===== config.mk =====
export PLATFORM = sky130hd
export DESIGN_NAME = sub_serial
export DESIGN_NICKNAME = d
export VERILOG_FILES = /design/src/rtl/sub_serial_pkg.sv /design/src/rtl/sub_serial_fs.sv /design/src/rtl/sub_serial.sv
export SDC_FILE = /design/constraint.sdc
export NUM_CORES = 1
export LEC_CHECK = 0
export BUFFER_PORTS_ARGS = -buffer_cell sky130_fd_sc_hd__buf_2
export CORE_UTILIZATION = 50
export DETAILED_ROUTE_END_ITERATION = 7
export PLACE_DENSITY = 0.73
export SETUP_SLACK_MARGIN = 0.05
export SLEW_MARGIN = 40
export SYNTH_ARGS = -nofsm -noshare
export SYNTH_HDL_FRONTEND = slang
export SYNTH_HIERARCHICAL = 1
export SYNTH_SLANG_ARGS = --single-unit

===== constraint.sdc =====
create_clock -name clk -period 4.4 [get_ports clk]
set_input_delay 0.22 -clock clk [delete_from_list [all_inputs] [get_ports clk]]
set_output_delay 0.22 -clock clk [all_outputs]
set_load 0.1 [all_outputs]

===== src/rtl/sub_serial_pkg.sv =====
// Shared definitions for the serial arithmetic blocks (subtractor now, adder later).
package sub_serial_pkg;

  typedef enum logic [1:0] {
    IDLE = 2'd0,
    SUB  = 2'd1,
    DONE = 2'd2
  } state_e;

endpackage


===== src/rtl/sub_serial_fs.sv =====
// Combinational one-bit full subtractor: x - y - bin -> difference d, borrow-out bout.
module serial_fs (
  input  logic x,
  input  logic y,
  input  logic bin,
  output logic d,
  output logic bout
);

  assign d    = x ^ y ^ bin;
  assign bout = (~x & y) | (~x & bin) | (y & bin);

endmodule


===== src/rtl/sub_serial.sv =====
// Bit-serial subtractor: captures a and b, produces a - b LSB-first through one
// full-subtractor cell, then holds the parallel difference and final borrow.
module sub_serial
  import sub_serial_pkg::*;
#(
  parameter int WIDTH = 8,
  parameter int CNT_W = $clog2(WIDTH)
) (
  input  logic             clk,
  input  logic             rst,
  input  logic             en,
  input  logic [WIDTH-1:0] a,
  input  logic [WIDTH-1:0] b,
  output logic [WIDTH-1:0] out,
  output logic             borrow,
  output logic             busy,
  output logic             done
);

  localparam logic [CNT_W-1:0] LAST = CNT_W'(WIDTH - 1);

  state_e           state_q, state_d;
  logic [WIDTH-1:0] a_q, a_d;
  logic [WIDTH-1:0] b_q, b_d;
  logic [WIDTH-1:0] out_q, out_d;
  logic [CNT_W-1:0] cnt_q, cnt_d;
  logic             brw_q, brw_d;
  logic             d_bit, bout_bit;

  serial_fs u_fs (
    .x    (a_q[0]),
    .y    (b_q[0]),
    .bin  (brw_q),
    .d    (d_bit),
    .bout (bout_bit)
  );

  always_ff @(posedge clk or negedge rst) begin
    if (!rst) begin
      state_q <= IDLE;
      a_q     <= '0;
      b_q     <= '0;
      out_q   <= '0;
      cnt_q   <= '0;
      brw_q   <= 1'b0;
    end else begin
      state_q <= state_d;
      a_q     <= a_d;
      b_q     <= b_d;
      out_q   <= out_d;
      cnt_q   <= cnt_d;
      brw_q   <= brw_d;
    end
  end

  always_comb begin
    state_d = state_q;
    a_d     = a_q;
    b_d     = b_q;
    out_d   = out_q;
    cnt_d   = cnt_q;
    brw_d   = brw_q;
    case (state_q)
      IDLE, DONE: begin
        if (en) begin
          a_d     = a;
          b_d     = b;
          out_d   = '0;
          cnt_d   = '0;
          brw_d   = 1'b0;
          state_d = SUB;
        end else begin
          state_d = IDLE;
        end
      end
      SUB: begin
        a_d   = a_q >> 1;
        b_d   = b_q >> 1;
        out_d = {d_bit, out_q[WIDTH-1:1]};
        brw_d = bout_bit;
        // Counter parks at zero on the last bit so it never exceeds WIDTH-1.
        if (cnt_q == LAST) begin
          cnt_d   = '0;
          state_d = DONE;
        end else begin
          cnt_d = cnt_q + CNT_W'(1);
        end
      end
      default: state_d = IDLE;
    endcase
  end

  assign out    = out_q;
  assign borrow = brw_q;
  assign busy   = (state_q == SUB);
  assign done   = (state_q == DONE);

endmodule

======== Word level (Yosys, flattened, before mapping) ========
Cells that the tools add are included.
word-level totals
  register bits ........................... 30
  output and inout bits ................... 11
  input port bits ......................... 19
  word-level logic and storage cells ...... 38
cells by class
  eq/ne operators ......................... 5
  reductions and logical operators ........ 4
  multiplexer cells ....................... 14
  bitwise gates (word level) .............. 8
  $add $sub $neg .......................... 1
operators with widths
  kind                                                              count
  8-bit one-hot mux with 2 select lines                             3
  8-bit 2-to-1 mux                                                  3
  3-bit 2-to-1 mux                                                  2
  3-bit one-hot mux with 2 select lines                             1
  2-bit one-hot mux with 2 select lines                             1
  3-bit by 1-bit adder with 3-bit output (second input constant)    1
  1-bit bitwise AND                                                 3
  3-bit == test (second input constant)                             1
  2-bit by 1-bit == test with 1-bit output (second input constant)  1
  2-bit == test (second input constant)                             1
  2-bit logical NOT                                                 1
  1-bit 2-to-1 mux                                                  2
  2-bit 2-to-1 mux                                                  1
  2-bit by 1-bit != test with 1-bit output (second input constant)  1
  2-bit != test (second input constant)                             1
  1-bit bitwise OR                                                  2
  1-bit one-hot mux with 2 select lines                             1
  2-bit AND reduction                                               1
  2-bit nonzero test                                                1
  2-bit OR reduction                                                1
  1-bit XOR                                                         2
  1-bit inverter                                                    1

======== Depth between registers and ports, before layout ========
  word-level depth ........................ 5
  mapped depth ............................ 5
  mapped depth without buffers ............ 5

======== Modules after synthesis ========
The synthesis kept the hierarchy.
modules (own cells, without submodules)
  module      instances  cells an instance  sequential area each (um^2)  area each (um^2)
  sub_serial  1          131                750.7                        1630.3
  serial_fs   1          3                  0.0                          27.5

======== Worst setup path before layout ========
OpenSTA, ideal clock, no wires.
  kind .................................... register to output
  start ................................... register state_q[1]
  end ..................................... output done
  stages on the path, launching flop included .. 4
  setup slack ............................. 2085 ps
  required time ........................... 4180 ps
  path buffers ............................ 2
  arrival time ............................ 2095 ps
  cell sequence ........................... dfrtp_1 -> buf_6 -> clkbuf_1 -> nor2b_1
on the way
  cells in the longest elaborated chain, start to end .. 1
RTL lines
  item                    RTL line          source
  from (decl)             sub_serial.sv:22  state_e state_q, state_d;
  from (signal assigned)  sub_serial.sv:47  state_q <= state_d;
  2-bit == test           sub_serial.sv:96  assign done = (state_q == DONE);
  to (decl)               sub_serial.sv:17  output logic done
Every way passes these cells.

======== Worst setup path in the final report ========
  start ................................... register state_q[1]
  end ..................................... output busy
on the way
  cells in the longest elaborated chain, start to end .. 1
RTL lines
  item                                      RTL line          source
  2-bit by 1-bit == test with 1-bit output  sub_serial.sv:95  assign busy = (state_q == SUB);
  to (decl)                                 sub_serial.sv:16  output logic busy,
Every way passes these cells.

==> metrics.md <==
| Metric | Value |
|---|---|
| Worst-margin pin slew | 0.662 ns |
| Worst Path Arrival | 2.32 ns |
| Worst VDD drop | 0.748 mV |
| Die ar. | 3550 µm² |
| WL/cell | 14.6 µm |
| Fin Clk Skew | 0.00398 ns |
| CTS Buf Count | 5 |
| CP max FO | 17 |
| Comb pwr share | 53.7% |
| Layout cells sized above 1 | 28.6% |
| CTS tree | done |
| Hold Crit Class | input pin to register |
| IO Pins | 30 |
| Total power | 1.44 mW |
| Final nets | 184 |
| Post-synth ARST share | 100% |
| Design Area, Final | 1850 µm² |
| Antenna diodes | 0 |
| Status | completed |
| Initial antenna violation count | 0 |
| Hold wc startpoint | a[3] |
| CP Launch Type | register |
| Chip width | 59.6 µm |
| EDFF count, synth | 0 |
| Clock share of power | 11.1% |
| Clk root buf | clkbuf_4 |
| CTS max path bufs | 2 |
| Port Buffer Count | 29 |
| Post-synth top cells | 44 x mux2i_1, 30 x dfrtp_1, 12 x inv_1 |
| RR Endpoint | cnt_q[1] |
| Multi-input gate area | 782 µm² |
| Worst setup EP type | output pin |
| Starting DRT DRC Count | 23 |
| Hold Path Stages | 3 |
| Die height | 59.6 µm |
| Unrepaired setup endpoints after global routing | no |
| Final ANT Viol Nets | 0 |
| Gate Count Post-Synth | 134 |
| Leak pwr | 0.928 nW |
| Post-Route WL | 2990 µm |
| Placed cell area | 1790 µm² |
| Reg power frac | 35.2% |
| Hold EP | a_q[3] |
| Rows | 20 |
| Switching fraction of total power | 50.6% |
| Crit path time final | 2.54 ns |
| Core Area | 3100 µm² |
| Final Hold Fails | 0 |
| GPL Wtd Cong | 0.702 |
| Cells taking the most area after synthesis | dfrtp_1 45%, mux2i_1 27%, o31ai_2 5.3% |
| First-pass GRT wire length | 5000 µm |
| Synth area leader | dfrtp_1 |
| Clock latency at the later pin of the worst-skew pair | 0.32 ns |
| Max Freq | 0.394 GHz |
| P per Cell Area | 775 nW/µm² |
| Crit path required time | 4.18 ns |
| Fill count | 294 |
| Number of synthesized register bits | 30 |
| GRT Overall Usage | 19.6% |
| Worst reg2reg setup slack | 2.54 ns |
| Worst r2r src | state_q[1] |
| Pins over their slew limit | 0 |
| Max-cap viol count | 0 |
| Largest net degree at the start of global routing | 31 |
| Cell depth of the worst flop-to-flop path | 3 |
| DR DRC count | 0 |
| Vias | 1093 |
| H-tree depth | 2 |
| Mean post-synth cell area | 12.4 µm² |
| Share of the synthesized area in the top cell type | 45.3% |
| Yosys warnings | 6 |
| Sequential fraction of the synthesis area | 45.3% |
| HPWL Detailed | 1950 µm |
| Net Switching | 0.726 mW |
| Top FF cell, synth | dfrtp_1 |
| Remaining global-route overflow | 0 |
| Vias per cell | 5.33 |
| Internal Power | 0.710 mW |
| Critical setup path kind | register to output pin |
| Most common cell in the netlist | mux2i_1 |
| Post-CTS sizing | 0 |
| Reg area | 751 µm² |
| # setup viols final | 0 |
| Unique masters post-synth | 25 |
| Number of global-route vias before repair | 1073 |
| Drt pass-1 iters | 4 |
| Initial Util | 53.4% |
| Total negative slack | 0 ns |
| Area grow syn2layout | 11.8% |
| Max_slew headroom | 55.9% |
| Final Cycle Share | 57.7% |
| Mapped cell area | 1660 µm² |
| Mapped Nets | 156 |
| Reg clk slew, reported paths | 0.09 ns |
| Clk sink count | 30 |
==> power by group through the flow <==
stage	sequential [mW]	clock [mW]	combinational, mW
3_3_place_gp	0.503	0	0.756
3_5_place_dp	0.509	0	0.777
5_1_grt	0.525	0.179	0.833
2_1_floorplan	0.728	0	0.436
4_1_cts	0.506	0.166	0.781
6_report	0.505	0.160	0.772
==> per-layer routing <==
metal	part of all wire (%)	vias to the layer above	global-route usage [%]
met4	1.2	0	6.31
met2	48	25	30.2
met3	5.2	5	7.42
met5	0	-	0
li1	-	526	-
met1	46	537	25.7
==> cell usage in the layout, fill, tap and decap left out <==
cell type       n
mux2i_1        44
dfrtp_1        30
buf_2          29
inv_1          12
nand3b_1        7
o31ai_2         7
clkbuf_4        5
a22o_1          3
nand3_1         2
mux2_1          2
o31ai_1         2
ha_1            2
buf_4           2
and2b_1         1
nor2b_1         1
mux2_2          1
nor2_1          1
and2_1          1
o21ai_1         1
o21ai_0         1
nor2b_2         1
nand4bb_1       1
or4b_1          1
a21o_1          1
clkbuf_8        1
dlygate4sd3_1   1
fa_1            1
==> flip-flops by register name, indices dropped and copies added, names as in the netlist <==
name and cells:
b_q 8, cnt_q 3, state_q 2, borrow 1, out 8, a_q 8
==> metrics by stage <==
step	worst slack, ns	utilization [%]	std cells	hold WS [ns]
CTS	1.85	59.8	205	0.171
global placement	2.26	57.7	198	0.282
finish	1.86	59.8	205	0.176
floorplan	2.09	-	134	-0.0756
detailed placement	2.20	57.8	198	0.295
global route	1.72	59.8	205	0.171
==> cells by family after synthesis <==
group | synth area share (%)
muxes | 28.6
DFF | 45.3
buffers and inverters | 7.70
and+or+nand+nor | 6.87
AOI/OAI and AO/OA | 8.83
adders and majority gates | 2.72
==> worst max-delay path, stage by stage, from the launching register on <==
cell and delay, ns:
dfrtp_1 0.62, buf_4 0.32, and2b_1 0.53, buf_2 0.52
==> worst max path at each step <==
stage	startpoint	endpoint	slack (ns)	cells past startpoint
3_3_place_gp	state_q[1]	busy	2.26	3
3_5_place_dp	state_q[1]	busy	2.20	3
5_1_grt	state_q[1]	busy	1.72	3
2_1_floorplan	state_q[1]	done	2.09	3
6_report	state_q[1]	busy	1.86	3
4_1_cts	state_q[1]	busy	1.85	3
==> what timing repair did <==
item,4_1_cts,5_1_grt
hold endpoints to repair,30,0
setup buffers,0,0
hold buffers,1,0
setup endpoints to repair,0,0
==> cell type report <==
class	instances	share of cell area, %
clock buffer	6	2.77
sequential	30	40.5
tap	44	2.97
timing repair buffer	32	9.18
multi-input combinational	81	42.2
inverter	12	2.43
Power figures use the tool's default switching activity.
